[config.mk]
export PLATFORM = sky130hd
export DESIGN_NAME = intc_multi
export DESIGN_NICKNAME = d
export VERILOG_FILES = /design/src/rtl/intc_multi.sv
export SDC_FILE = /design/constraint.sdc
export NUM_CORES = 1
export LEC_CHECK = 0
export CAP_MARGIN = 5
export CELL_PAD_IN_SITES_DETAIL_PLACEMENT = 1
export CELL_PAD_IN_SITES_GLOBAL_PLACEMENT = 1
export CORE_MARGIN = 1
export CORE_UTILIZATION = 30
export DETAILED_ROUTE_END_ITERATION = 10
export GPL_TIMING_DRIVEN = 1
export PLACE_DENSITY_LB_ADDON = 0.1
export SLEW_MARGIN = 20
export SYNTH_ARGS = -nofsm -noshare
export SYNTH_HDL_FRONTEND = slang
export SYNTH_SLANG_ARGS = --single-unit
export TNS_END_PERCENT = 30
[constraint.sdc]
create_clock -name clk -period 1.4 [get_ports clk]
set_input_delay 0.21 -clock clk [delete_from_list [all_inputs] [get_ports clk]]
set_output_delay 0.21 -clock clk [all_outputs]
set_load 0.1 [all_outputs]
[src/rtl/intc_multi.sv]
// Multi-source interrupt controller: synchronised inputs, per-source mask and edge/level mode,
// pending register and fixed-priority claim with a one-cycle ack pulse back to the source.
module intc_multi #(
  parameter int unsigned NUM_SRC     = 4,
  parameter int unsigned SYNC_STAGES = 2,
  parameter int unsigned ID_WIDTH    = 6
) (
  input  logic                clk,
  input  logic                rst,
  input  logic [NUM_SRC-1:0]  src_req,
  output logic [NUM_SRC-1:0]  src_ack,
  input  logic                reg_sel,
  input  logic                reg_is_write,
  input  logic [1:0]          reg_addr,
  input  logic [31:0]         reg_data_in,
  output logic [31:0]         reg_data_out,
  output logic                irq,
  output logic [ID_WIDTH-1:0] irq_id
);

  localparam logic [1:0] AddrPending = 2'd0;
  localparam logic [1:0] AddrMask    = 2'd1;
  localparam logic [1:0] AddrMode    = 2'd2;
  localparam logic [1:0] AddrClaim   = 2'd3;

  logic [NUM_SRC-1:0]  sync_q [SYNC_STAGES];
  logic [NUM_SRC-1:0]  edge_q;
  logic [NUM_SRC-1:0]  pending_q, pending_d;
  logic [NUM_SRC-1:0]  mask_q, mask_d;
  logic [NUM_SRC-1:0]  mode_q, mode_d;
  logic [NUM_SRC-1:0]  ack_d;
  logic [ID_WIDTH-1:0] id_d;
  logic                irq_d;
  logic [31:0]         rdata_d;

  logic [NUM_SRC-1:0] sync_lvl, rise, active, wdata, w1c, claim_vec;
  logic               wr_en, rd_en, claim;

  if (NUM_SRC < 32) begin : g_unused_wdata
    logic unused_wdata;
    assign unused_wdata = ^reg_data_in[31:NUM_SRC];
  end

  assign sync_lvl = sync_q[SYNC_STAGES-1];
  assign rise     = sync_lvl & ~edge_q;
  assign active   = pending_q & mask_q;
  assign wdata    = reg_data_in[NUM_SRC-1:0];
  assign wr_en    = reg_sel & reg_is_write;
  assign rd_en    = reg_sel & ~reg_is_write;
  assign claim    = rd_en && (reg_addr == AddrClaim) && (irq_id != '0);
  assign w1c      = (wr_en && reg_addr == AddrPending) ? wdata : '0;

  always_comb begin
    claim_vec = '0;
    for (int i = 0; i < NUM_SRC; i++) begin
      if (irq_id == ID_WIDTH'(i + 1)) claim_vec[i] = claim;
    end
  end
  assign ack_d = claim_vec;

  // Edge bits: a new rising edge wins over W1C/claim clears in the same cycle.
  always_comb begin
    pending_d = '0;
    for (int i = 0; i < NUM_SRC; i++) begin
      if (mode_q[i]) begin
        pending_d[i] = (pending_q[i] & ~(w1c[i] | claim_vec[i])) | rise[i];
      end else begin
        pending_d[i] = sync_lvl[i];
      end
      if (wr_en && reg_addr == AddrMode && wdata[i] && !mode_q[i]) pending_d[i] = 1'b0;
    end
  end

  always_comb begin
    mask_d = mask_q;
    mode_d = mode_q;
    if (wr_en && reg_addr == AddrMask) mask_d = wdata;
    if (wr_en && reg_addr == AddrMode) mode_d = wdata;
  end

  // Lowest index wins: scan downward so the last hit is the smallest index.
  always_comb begin
    id_d = '0;
    for (int i = NUM_SRC - 1; i >= 0; i--) begin
      if (active[i]) id_d = ID_WIDTH'(i + 1);
    end
    irq_d = |active;
  end

  always_comb begin
    rdata_d = reg_data_out;
    if (rd_en) begin
      rdata_d = '0;
      unique case (reg_addr)
        AddrPending: rdata_d[NUM_SRC-1:0] = pending_q;
        AddrMask:    rdata_d[NUM_SRC-1:0] = mask_q;
        AddrMode:    rdata_d[NUM_SRC-1:0] = mode_q;
        AddrClaim:   rdata_d[ID_WIDTH-1:0] = irq_id;
        default:     rdata_d = '0;
      endcase
    end
  end

  always_ff @(posedge clk or negedge rst) begin
    if (!rst) begin
      for (int s = 0; s < SYNC_STAGES; s++) sync_q[s] <= '0;
      edge_q       <= '0;
      pending_q    <= '0;
      mask_q       <= '0;
      mode_q       <= '0;
      src_ack      <= '0;
      irq          <= 1'b0;
      irq_id       <= '0;
      reg_data_out <= '0;
    end else begin
      sync_q[0] <= src_req;
      for (int s = 1; s < SYNC_STAGES; s++) sync_q[s] <= sync_q[s-1];
      edge_q       <= sync_lvl;
      pending_q    <= pending_d;
      mask_q       <= mask_d;
      mode_q       <= mode_d;
      src_ack      <= ack_d;
      irq          <= irq_d;
      irq_id       <= id_d;
      reg_data_out <= rdata_d;
    end
  end

endmodule
=== Yosys cells after proc, flatten, opt, wreduce, memory -nomap -nowiden ===
Index checks and enable logic that the tools add are counted.

* Eq/ne operators: 7
* Reductions and logical operators: 20
* Muxes and demuxes: 19
* Bitwise operators: 22

{| class="wikitable"
|+ Operators by type and width
! cell !! count
|-
| two-way mux 6 bit || 3
|-
| one-hot mux 4 bit (4 select lines) || 1
|-
| logical AND 1 bit || 13
|-
| == test 6 x 2 -> 1 bit (second input constant) || 2
|-
| two-way mux 1 bit || 12
|-
| bitwise AND 4 bit || 2
|-
| bitwise OR 1 bit || 8
|-
| bitwise AND 1 bit || 6
|-
| == test 6 x 1 -> 1 bit (second input constant) || 1
|-
| == test 6 x 3 -> 1 bit (second input constant) || 1
|-
| nonzero test 6 bit || 1
|-
| NOT 1 bit || 5
|-
| == test 2 bit (second input constant) || 2
|-
| zero test 1 bit || 4
|-
| two-way mux 4 bit || 1
|-
| NOT 4 bit || 1
|-
| OR reduction 4 bit || 1
|-
| two-way mux 3 bit || 1
|-
| == test 2 x 1 -> 1 bit (second input constant) || 1
|-
| zero test 2 bit || 1
|-
| two-way mux 2 bit || 1
|}

* Word-level logic and storage cells: 78
* Flip-flop bits (word level): 41
* Output and inout port bits: 43
* Input port bits: 42

=== Logic depth before layout (Yosys ltp) ===
* Depth after elaboration: 11
* Gate-level depth with buffers: 5
* Depth with buffers taken out: 3

=== Worst setup path before layout ===
No wires, ideal clock.

* Path kind: reg2reg
* Start point: reg irq_id[0]
* End point: reg pending_q[0]
* Required time: 1.267 ns
* Arrival time: 1.497 ns
* Clock period less this slack: 1.630 ns
* Setup slack: -0.230 ns
* Buffers on the path: 0
* Setup time: 0.133 ns
* Stages on the path, launching flop included: 4
* Cell sequence: dfrtp_1 > nand3_1 > nor4_2 > o31ai_1

* Cells in the longest elaborated chain, start to end: 9
* Elaborated cells on any way between the ends: 10
* Classes of those cells: eq/ne (1); mux (3); bitwise (4); reduce/logical (2)

{| class="wikitable"
|+ Ends and longest elaborated chain
! item !! line !! source
|-
| start, declared || 18 || <nowiki>output logic [ID_WIDTH-1:0] irq_id</nowiki>
|-
| start signal, assigned || 124 || <nowiki>irq_id <= id_d;</nowiki>
|-
| nonzero test 6 bit || 50 || <nowiki>assign claim = rd_en && (reg_addr == AddrClaim) && (irq_id != '0);</nowiki>
|-
| logical AND 1 bit || 50 ||
|-
| two-way mux 1 bit * || 56 || <nowiki>if (irq_id == ID_WIDTH'(i + 1)) claim_vec[i] = claim;</nowiki>
|-
| net ack_d[0] || 31 || <nowiki>logic [NUM_SRC-1:0] ack_d;</nowiki>
|-
| bitwise OR 1 bit * || 66 || <nowiki>pending_d[i] = (pending_q[i] & ~(w1c[i] | claim_vec[i])) | rise[i];</nowiki>
|-
| NOT 1 bit * || 66 ||
|-
| bitwise AND 1 bit * || 66 ||
|-
| bitwise OR 1 bit * || 66 ||
|-
| two-way mux 1 bit * || 65 || <nowiki>if (mode_q[i]) begin</nowiki>
|-
| two-way mux 1 bit * || 70 || <nowiki>if (wr_en && reg_addr == AddrMode && wdata[i] && !mode_q[i]) pending_d[i] = 1'b0;</nowiki>
|-
| net pending_d[0] || 28 || <nowiki>logic [NUM_SRC-1:0] pending_q, pending_d;</nowiki>
|-
| end signal, assigned || 119 || <nowiki>pending_q <= pending_d;</nowiki>
|-
| end, declared || 28 ||
|}

The timed path passes the listed nets; every way through them passes the cells marked *.
A chain may end at the register's enable or synchronous reset.

=== Worst setup path in the final report ===
* Start point: in reg_addr[0]
* End point: reg pending_q[2]

* Cells in the longest elaborated chain, start to end: 10
* Elaborated cells on any way between the ends: 17
* Classes of those cells: eq/ne (2); mux (4); bitwise (4); reduce/logical (7)

{| class="wikitable"
|+ Ends and longest elaborated chain
! item !! line !! source
|-
| start, declared || 14 || <nowiki>input logic [1:0] reg_addr,</nowiki>
|-
| == test 2 bit || 50 ||
|-
| logical AND 1 bit (2 in series) || 50 ||
|-
| two-way mux 1 bit || 56 ||
|-
| bitwise OR 1 bit || 66 ||
|-
| NOT 1 bit || 66 ||
|-
| bitwise AND 1 bit || 66 ||
|-
| bitwise OR 1 bit || 66 ||
|-
| two-way mux 1 bit || 65 ||
|-
| two-way mux 1 bit * || 70 ||
|-
| net pending_d[2] || 28 ||
|}

Marked as above.

==> results.ini <==
[grt]
gr-usage-met1_pct=16.1
antenna_found_initial=0
grt_first_pass_wirelength_um=6030
met2_usage_pct=22.6
grt.busiest_layer=met2
grt_max_degree=37
grtUsageTotal_pct=13.3
grt_pass1_vias=1161
grt.overflow.total=0
use_met3_pct=3.41

[setup_path]
crit_fanout=10
crit_family=buffers and inverters
crit_cells=5
crit_arrival_ns=1.52
r2r_cells=4
critical-path-max-stage-delay_ns=0.45
worstSetupStartpointType=primary input
cp_cell_sequence=clkdlybuf4s50_1 -> buf_12 -> nand4b_4 -> o311ai_2 -> o21ai_1
endpoint_kind=flop
path_buf_inv=2
required_ns=1.57
crit_slowest_cell=clkdlybuf4s50_1
path_class=primary input to flop

[synth]
seq_area_frac_synth_pct=52.8
ys_warn_count=0
ys_types=31
synth_cells=149
avgSynthCellArea_um2=11.4
netlist_area_mm2=0.00171
synth-seq-cells=36

[route]
dr.pass1.iters=4
antenna_left=0
wl_per_cell_um=13.8
drt-total-wl_um=3640
vias_per_cell=4.29
vias=1128
first_iter_violations=55
drc_errors=0

[clocking]
cts_buffer_depth=2
h-tree-depth=2
cts_root_buf=clkbuf_8
holdBufCountCts=0
clkTransAtPathRegs_ns=0.07
cts_tree=built
cts.sinks=36
clkLatencyLatePin_ns=0.29
numCtsBuffers=5

[power_and_ir_drop]
ir_drop_mv=0.479
powerDensity_mw_per_mm2=1530
leakage_uw=0.00106
p_total_uw=3460

[cells_and_area]
mostFrequentLayoutCells=34 x dfrtp_1, 31 x conb_1, 30 x nand2_1, 14 x buf_12, 12 x buf_4
layout.area.seq_um2=903
fillers=622
layout_commonest_cell=dfrtp_1
layout-drive-gt1-share_pct=24.1
stdcell_area_mm2=0.00227
multi_input_area_um2=656
nets=233
diodes=0
synthToLayoutAreaGrowth_pct=32.9
stdcell_count=263

[sta]
fin_crit_sh_pct=97.0
min_period_ns=1.36
max_freq_ghz=0.736
skew_ns=0.00761
rsz0062_at_grt=no
maxSlewViolCount=0
setup_viol=0
timing_hold_violations_final=0

[die]
dieHeight_um=77.4
die_w_um=77.4
die_area_mm2=0.00599
initial_core_util_pct=31.0
fp-row-count=27
pin_count=85
core_mm2=0.00551

[place]
dp_hpwl_um=2730
post_dp_cell_area_mm2=0.00213
portBuffers=25
place_congestion=0.709
dp.cells=254

[run_status]
status=finished, final reports clean

[run]
maxCapViolCount=0

[worst_hold_path]
hold_path_class=primary input to async pin

Yosys cell counts:
cell | count | area share [%]
conb_1 | 1 | 0.22
o21ai_0 | 8 | 2.3
o311ai_4 | 1 | 1.5
o21ai_1 | 3 | 0.88
o311ai_2 | 1 | 0.95
nor4b_2 | 1 | 0.88
dfrtp_1 | 36 | 53
o211ai_1 | 1 | 0.44
mux4_2 | 3 | 4.0
buf_4 | 32 | 14
nor4bb_4 | 1 | 1.5
nand2_1 | 30 | 6.6
mux2i_1 | 1 | 0.59
nand4b_1 | 1 | 0.51
inv_1 | 4 | 0.88
a22oi_1 | 1 | 0.44
o21a_1 | 1 | 0.44
nand4bb_1 | 1 | 0.66
nor2_1 | 3 | 0.66
nand3_1 | 3 | 0.88
nand2b_2 | 1 | 0.51
and2b_1 | 1 | 0.44
a21o_1 | 3 | 1.3
o31ai_1 | 1 | 0.44
buf_6 | 2 | 1.3
a21oi_1 | 1 | 0.29
nand4b_4 | 1 | 1.4
nor4_2 | 1 | 0.73
o311ai_0 | 2 | 1.0
nand3b_1 | 2 | 0.88
and2_1 | 1 | 0.37
registers in the layout, indices dropped and copies added, names as in the netlist:
register	cells
edge_q	4
pending_q	4
src_ack	4
irq	1
irq_id	3
mode_q	4
mask_q	4
reg_data_out	4
sync_lvl	4
sync_q	4
final cells by class:
class	instances	share of cell area, %
Sequential cell	36	39.9
Multi-Input combinational cell	105	28.9
Timing Repair Buffer	39	22.3
Clock buffer	7	4.25
Tap cell	72	3.98
Inverter	4	0.663
cells by family after synthesis:
kind of cell | after synthesis | share of synthesized area (%)
mux | 4 | 4.55
simple gates | 47 | 16.0
other cells | 1 | 0.220
flops | 36 | 52.8
buf+inv | 38 | 16.3
compound gates | 23 | 10.1
power breakdown:
group / switching [uW] / internal [uW] / leakage, uW
sequential: 164 / 1170 / 0.000441
combinational: 941 / 384 / 0.000573
clock: 363 / 438 / 0.0000503
worst paths after layout:
kind / startpoint / to / slack (ns)
setup / recovery: reg_addr[0] / pending_q[2]$_DFF_PN0_ / 0.04
hold / removal: rst / mode_q[2]$_DFFE_PN0N_ / 0.30
setup reg to reg: irq_id[0]$_DFF_PN0_ / pending_q[1]$_DFF_PN0_ / 0.17
hold reg to reg: sync_q[4]$_DFF_PN0_ / sync_lvl[0]$_DFF_PN0_ / 0.36
max in group asynchronous: rst / irq_id[0]$_DFF_PN0_ / 0.90
min in group clk: sync_q[4]$_DFF_PN0_ / sync_lvl[0]$_DFF_PN0_ / 0.36
worst reg2reg max path, cell delays in order, from the launching register on:
cell and delay, ns:
dfrtp_2 0.44, nand3b_1 0.20, buf_4 0.15, nor2_1 0.21, o21ai_1 0.11
layer usage:
layer	vias to the layer above	wire, um
met4	0	52
met3	6	158
met2	40	1940
met1	558	1490
li1	524	-
met5	-	0
through the flow:
step	TNS, ns	setup slack, ns	hold slack [ns]	util (%)
detailed placement	-3.10	-0.424	0.338	38.7
global route	0	0.0154	0.310	41.1
finish	0	0.0416	0.302	41.1
CTS	0	0.0351	0.302	40.6
floorplan	-0.369	-0.163	-0.0856	-
global placement	-2.82	-0.276	0.333	38.7
timing repair:
action | CTS | global route
gates cloned | 0 | 0
setup buffers | 0 | 2
hold endpoints to repair | 0 | 0
endpoints found under the setup margin | 1 | 4
resized for setup | 3 | 3
Power figures use the tool's default switching activity.
